**src/rtl/cpu_pkg.sv**
```systemverilog
`default_nettype none
// ============================================================================
// Module      : cpu_pkg
// Description : Shared fetch-stage types and constants for the MIPS pipeline.
// Revision    : 1.0 - initial release
// ============================================================================
package cpu_pkg;

    localparam logic [31:0] RESET_PC_DEFAULT = 32'h0000_3000;

    typedef struct packed {
        logic [31:0] pc;
        logic [31:0] instr;
        logic        adel;
    } fetch_entry_t;

    typedef enum logic [0:0] {
        RUN  = 1'b0,
        HALT = 1'b1
    } fetch_state_t;

    // Sequential fetch advance; wraps naturally at the top of the address space
    function automatic logic [31:0] next_seq_pc(input logic [31:0] pc);
        return pc + 32'd4;
    endfunction

endpackage
`default_nettype wire

```
**src/rtl/fetch_fifo.sv**
```systemverilog
`default_nettype none
// ============================================================================
// Module      : fetch_fifo
// Description : Circular queue of fetched entries with clear and keep-second.
// Revision    : 1.0 - initial release
// ============================================================================
module fetch_fifo
    import cpu_pkg::*;
#(
    parameter int  DEPTH   = 4,
    parameter type ENTRY_T = fetch_entry_t
) (
    input  logic                   clk,
    input  logic                   rst,
    input  logic                   i_push,
    input  logic                   i_pop,
    input  logic                   i_clear,
    input  logic                   i_keep_second,
    input  ENTRY_T                 i_entry,
    output ENTRY_T                 o_head,
    output logic [$clog2(DEPTH):0] o_count,
    output logic                   o_full,
    output logic                   o_empty
);

    localparam int PW = $clog2(DEPTH);
    localparam int CW = PW + 1;

    ENTRY_T        r_mem [DEPTH];
    logic [PW-1:0] r_head;
    logic [PW-1:0] r_tail;
    logic [CW-1:0] r_count;

    logic w_do_push;
    logic w_do_pop;

    assign o_full    = (r_count == CW'(DEPTH));
    assign o_empty   = (r_count == '0);
    assign w_do_push = i_push && !o_full;
    assign w_do_pop  = i_pop && !o_empty;

    // Clear and keep-second take priority over ordinary push/pop traffic
    always_ff @(posedge clk) begin
        if (w_do_push && !i_clear && !i_keep_second) begin
            r_mem[r_tail] <= i_entry;
        end
    end

    always_ff @(posedge clk) begin
        if (rst || i_clear) begin
            r_head  <= '0;
            r_tail  <= '0;
            r_count <= '0;
        end else if (i_keep_second) begin
            r_head  <= r_head + PW'(1);
            r_tail  <= r_head + PW'(1) + PW'(1);
            r_count <= CW'(1);
        end else begin
            if (w_do_push) begin
                r_tail <= r_tail + PW'(1);
            end
            if (w_do_pop) begin
                r_head <= r_head + PW'(1);
            end
            case ({w_do_push, w_do_pop})
                2'b10:   r_count <= r_count + CW'(1);
                2'b01:   r_count <= r_count - CW'(1);
                default: r_count <= r_count;
            endcase
        end
    end

    assign o_head  = r_mem[r_head];
    assign o_count = r_count;

endmodule
`default_nettype wire

```
**src/rtl/if_prefetch_queue.sv**
```systemverilog
`default_nettype none
// ============================================================================
// Module      : if_prefetch_queue
// Description : Fetch PC generation, prefetch queue and redirect/flush control.
// Revision    : 1.0 - initial release
// ============================================================================
module if_prefetch_queue
    import cpu_pkg::*;
#(
    parameter logic [31:0] RESET_PC   = RESET_PC_DEFAULT,
    parameter int          DEPTH      = 4,
    parameter int          DELAY_SLOT = 1
) (
    input  logic                   clk,
    input  logic                   rst,
    output logic [31:0]            imem_addr,
    input  logic [31:0]            imem_rdata,
    output logic                   id_valid,
    input  logic                   id_ready,
    output logic [31:0]            id_pc,
    output logic [31:0]            id_instr,
    output logic                   id_adel,
    input  logic                   redirect,
    input  logic [31:0]            redirect_pc,
    input  logic                   flush,
    input  logic [31:0]            flush_pc,
    output logic [$clog2(DEPTH):0] occupancy
);

    localparam int         CW      = $clog2(DEPTH) + 1;
    localparam bit         C_DS    = (DELAY_SLOT != 0);
    localparam logic [0:0] ST_RUN  = RUN;
    localparam logic [0:0] ST_HALT = HALT;

    logic [0:0]    r_state;
    logic [31:0]   r_fetch_pc;

    fetch_entry_t  w_entry;
    fetch_entry_t  w_head;
    logic [CW-1:0] w_count;
    logic          w_full;
    logic          w_empty;
    logic          w_hs;
    logic          w_fetch;
    logic          w_misaligned;
    logic          w_redirect;
    logic          w_clear;
    logic          w_keep;
    logic          w_push;
    logic          w_pop;

    assign w_hs         = !w_empty && id_ready;
    assign w_fetch      = (r_state == ST_RUN) && !w_full;
    assign w_misaligned = (r_fetch_pc[1:0] != 2'b00);
    assign w_redirect   = w_hs && redirect && !flush;

    always_comb begin
        w_entry.pc    = r_fetch_pc;
        w_entry.instr = w_misaligned ? 32'd0 : imem_rdata;
        w_entry.adel  = w_misaligned;
    end

    // With a delay slot and more than the head queued, only head+1 survives;
    // with only the head queued, the word fetched this cycle becomes the slot.
    assign w_clear = flush || (w_redirect && !C_DS);
    assign w_keep  = !flush && w_redirect && C_DS && (w_count >= CW'(2));
    assign w_push  = w_fetch && !w_clear && !w_keep;
    assign w_pop   = w_hs && !flush;

    fetch_fifo #(
        .DEPTH   (DEPTH),
        .ENTRY_T (fetch_entry_t)
    ) u_fifo (
        .clk           (clk),
        .rst           (rst),
        .i_push        (w_push),
        .i_pop         (w_pop),
        .i_clear       (w_clear),
        .i_keep_second (w_keep),
        .i_entry       (w_entry),
        .o_head        (w_head),
        .o_count       (w_count),
        .o_full        (w_full),
        .o_empty       (w_empty)
    );

    always_ff @(posedge clk) begin
        if (rst) begin
            r_fetch_pc <= RESET_PC;
            r_state    <= ST_RUN;
        end else if (flush) begin
            r_fetch_pc <= flush_pc;
            r_state    <= ST_RUN;
        end else if (w_redirect) begin
            r_fetch_pc <= redirect_pc;
            r_state    <= ST_RUN;
        end else if (w_fetch) begin
            if (w_misaligned) begin
                r_state <= ST_HALT;
            end else begin
                r_fetch_pc <= next_seq_pc(r_fetch_pc);
            end
        end
    end

    assign imem_addr = r_fetch_pc;
    assign id_valid  = !w_empty;
    assign id_pc     = w_empty ? 32'd0 : w_head.pc;
    assign id_instr  = w_empty ? 32'd0 : w_head.instr;
    assign id_adel   = !w_empty && w_head.adel;
    assign occupancy = w_count;

endmodule
`default_nettype wire

```
**config.mk**
```make
export PLATFORM = sky130hd
export DESIGN_NAME = if_prefetch_queue
export DESIGN_NICKNAME = d
export VERILOG_FILES = /design/src/rtl/cpu_pkg.sv /design/src/rtl/fetch_fifo.sv /design/src/rtl/if_prefetch_queue.sv
export SDC_FILE = /design/constraint.sdc
export NUM_CORES = 1
export LEC_CHECK = 0
export BUFFER_PORTS_ARGS = -buffer_cell sky130_fd_sc_hd__buf_2
export CAP_MARGIN = 20
export CORE_AREA = 2 2 163 165
export DETAILED_ROUTE_END_ITERATION = 8
export DIE_AREA = 0 0 165 167
export HOLD_SLACK_MARGIN = 0.12
export PLACE_DENSITY = 0.8
export SYNTH_ARGS = -nofsm -noshare
export SYNTH_HDL_FRONTEND = slang
export SYNTH_SLANG_ARGS = --single-unit
```
**constraint.sdc**
```tcl
create_clock -name clk -period 8.1 [get_ports clk]
set_input_delay 0.405 -clock clk [delete_from_list [all_inputs] [get_ports clk]]
set_output_delay 0.405 -clock clk [all_outputs]
set_load 0.05 [all_outputs]
```
==> results.cfg <==
[cells_and_area]
fraction_of_final_layout_cells_sized_beyond_drive_strength_1_pct = 34.3
n_antenna_cell = 0
utilization_pct = 59.0
nets = 1102
area_growth_pct = 16.9
multiInputGateArea_um2 = 3880
fill_cells = 1972
layoutNonFillerInstCount = 1358
ff_latch_area_um2 = 8660

[die]
floorplan.die_area_um2 = 27600
core_area_um2 = 25800
initial_utilization_pct = 50.5
fp-row-count = 59
ios = 202
die-height_um = 167
die_w_um = 165

[clocking]
post_cts_buffers = 0
tritoncts_clock_tree = yes
cts_buffer_depth = 3
cts_made_buffers = 31
h_tree_lvl_count = 1
clk_transition_reported_paths_ns = 0.07
clk_lat_worst_skew_ns = 0.55
ctsResizeCount = 0
cts.sink_count = 302
cts.root.buffer_cell = clkbuf_16

[place]
place_worst_setup_slack_ns = 5.00
portBuffers = 201
placed_cells_incl_taps = 1295
dp.final_hpwl_mm = 18.9
finalWeightedCongestion = 0.864

[global_route]
first_global_vias = 7796
largest_net_degree_at_the_start_of_global_routing = 74
gr-total-overflow = 0
grt_pass1_wl_mm = 45.3
global_routing_usage_summed_across_all_routing_layers_pct = 21.5
antenna_found_initial = 0

[power]
power_leakage_nw = 5.43
irDropWorstVdd_mv = 0.176
p_per_area_nw_per_um2 = 238

[synth]
synth-edff-count = 260
synthesis.yosys.warnings = 0
synth_most_common_cell = edfxtp_1
mappedNetlistArea_um2 = 13000
sequential_element_share_of_the_synthesized_area_pct = 66.5
post_synth_top_area_share_pct = 60.0
syn_area_per_cell_um2 = 15.7
synthesized_instance_count = 828
synth.largest_area_cell = edfxtp_1
synth-async-reset-ratio_pct = 0
synthDistinctLibCells = 62
synthFlopType = edfxtp_1
synth_area_leaders = edfxtp_1 (60%), mux4_2 (11%), dfxtp_1 (6.5%), and2_1 (4.7%), buf_4 (2.0%)
syn_nets = 932
top_cells_by_count_synth = edfxtp_1 (260), and2_1 (98), mux4_2 (65)
postSynthRegisterBits = 302

[routing]
wire_per_inst_um = 22.1
drc_errors = 0
detail-route-antenna-nets = 0
first_pass_iters = 8
drt_iter0_markers = 1042
routed_wirelength_mm = 30.0
via_count = 8064
route.detailed.vias_per_inst = 5.94

[worst_setup_path]
reg2reg_setup_slack_ns = 5.12
depth_of_the_worst_register_to_register_path = 6
timing.critical_path.to_type = output pin
timing.setup.critical_path_class = flop to output pin
critical_path.max_stage_delay_ns = 0.82
worst_path_max_delay_cell = buf_4
reg2reg_to = u_fifo.r_mem[3][49]
setup.worst_path.end = id_pc[14]
worst-path-max-fanout = 49
cp_num_cells = 4
startpoint_type = flop
timing.critical_path.required_ns = 7.70
path_buf_inv = 2
r2r_start = u_fifo.o_count[1]
cpLargestDelayFamily = buffers and inverters
crit_arrival_ns = 3.01
path_cells = buf_4 -> mux4_2 -> and2_1 -> buf_2

[status]
result_of_the_run = finished, final reports clean

[timing]
fmaxAchievable_ghz = 0.292
worst_clock_skew_ns = 0.0133
worst_pin_slew_ns = 1.02
rsz0062_at_grt = false
worst_slew_margin_rel_pct = 31.2
finalSetupViolCount = 0
hold_viol = 0
slew_viol_final = 0
timing.setup.tns_ns = 0
timing.final.crit_share_pct = 42.2
post-route-worst-setup-slack_ns = 4.68
period_minus_slack_ns = 3.42
timing.hold.ws_ns = 0.163

[job]
max-cap-violations = 0

[hold_path]
hold_class = input pin to flop
sequential cells by signal, indices dropped and copies added, names as in the netlist, named ones only:
name,cells
u_fifo.r_mem,260
imem_addr,32
u_fifo.r_tail,2
u_fifo.o_count,3
r_state,1
u_fifo.r_head,2
cell families after synthesis:
kind of cell,Yosys count,share of synthesized area [%]
multiplexers,66,11.3
adder cells (fa/ha/maj),3,0.346
AO/OA/AOI/OAI,109,6.54
XOR/XNOR,8,0.538
buffers and inverters,91,4.01
flip-flops,302,66.5
AND/OR/NAND/NOR,249,10.8
worst register-to-register path, delay by kind of cell, from the launching register on:
family,cells,cell delay [ns]
AND/OR/NAND/NOR,4,1.22
buffers and inverters,2,0.92
flip-flops,1,0.42
area by class of cell:
| type | count | area share, % |
|---|---|---|
| sequential | 302 | 56.9 |
| multi-input combinational | 435 | 25.5 |
| timing repair buffer | 220 | 7.67 |
| clock buffer | 36 | 5.22 |
| tap | 335 | 2.76 |
| clock inverter | 22 | 1.75 |
| inverter | 8 | 0.197 |
power by group:
| group | switching, mW | total [mW] | internal, mW |
|---|---|---|---|
| clock network | 0.571 | 1.46 | 0.893 |
| logic | 0.238 | 0.357 | 0.119 |
| registers | 0.0443 | 1.80 | 1.76 |
| total | 0.854 | 3.62 | 2.77 |
layout by cell type (no fill, tap or decap), types with 4 or more instances in the layout:
cell,Yosys,layout
and4_1,4,4
a221oi_1,8,8
a222oi_1,17,17
buf_4,34,14
nor3_1,21,20
nor2_2,3,4
clkbuf_16,0,31
edfxtp_1,260,260
bufinv_16,0,6
nor2_1,37,36
and3_1,10,10
xor2_1,6,6
dfxtp_1,42,40
buf_2,12,201
a311oi_1,4,4
dlygate4sd3_1,0,4
nand4_1,16,16
o21ai_0,10,10
and2_1,98,98
clkinv_2,0,4
nand2_1,22,22
inv_1,8,8
nand3_1,20,20
clkbuf_1,30,5
clkinv_1,0,8
a211oi_1,9,9
a22oi_1,5,5
a21oi_1,23,23
a221o_1,4,4
mux4_2,65,65
repair_timing:
action | in CTS | in global routing
hold buffers | 4 | 0
hold endpoints to repair | 4 | 0
setup endpoints to repair | 0 | 0
stage by stage:
stage,cell area (um2),power (mW)
2_1_floorplan,13000,2.08
3_3_place_gp,14100,2.18
3_5_place_dp,14100,2.19
4_1_cts,15200,3.64
5_1_grt,15200,3.73
6_report,15200,3.62
metal layers:
layer  up-vias  track usage, %  wire length (um)
met3        37            4.06              2540
li1       3596               -                 -
met1      4011            31.6             12900
met5         -               0                 0
met4         0            4.01               443
met2       420            33.9             14200
how the worst min path moves through the flow:
stage                     slack [ns]  depth (start not counted)               end             start
after floorplan                 0.43                          1  u_fifo.r_tail[1]  u_fifo.r_head[1]
after global placement          0.47                          1  u_fifo.r_tail[1]  u_fifo.r_head[1]
after detailed placement        0.47                          1  u_fifo.r_tail[1]  u_fifo.r_head[1]
after CTS                       0.14                          3     imem_addr[13]   redirect_pc[13]
after global routing            0.15                          3     imem_addr[13]   redirect_pc[13]
final                           0.16                          3     imem_addr[13]   redirect_pc[13]
(Power assumes the default switching activity.)
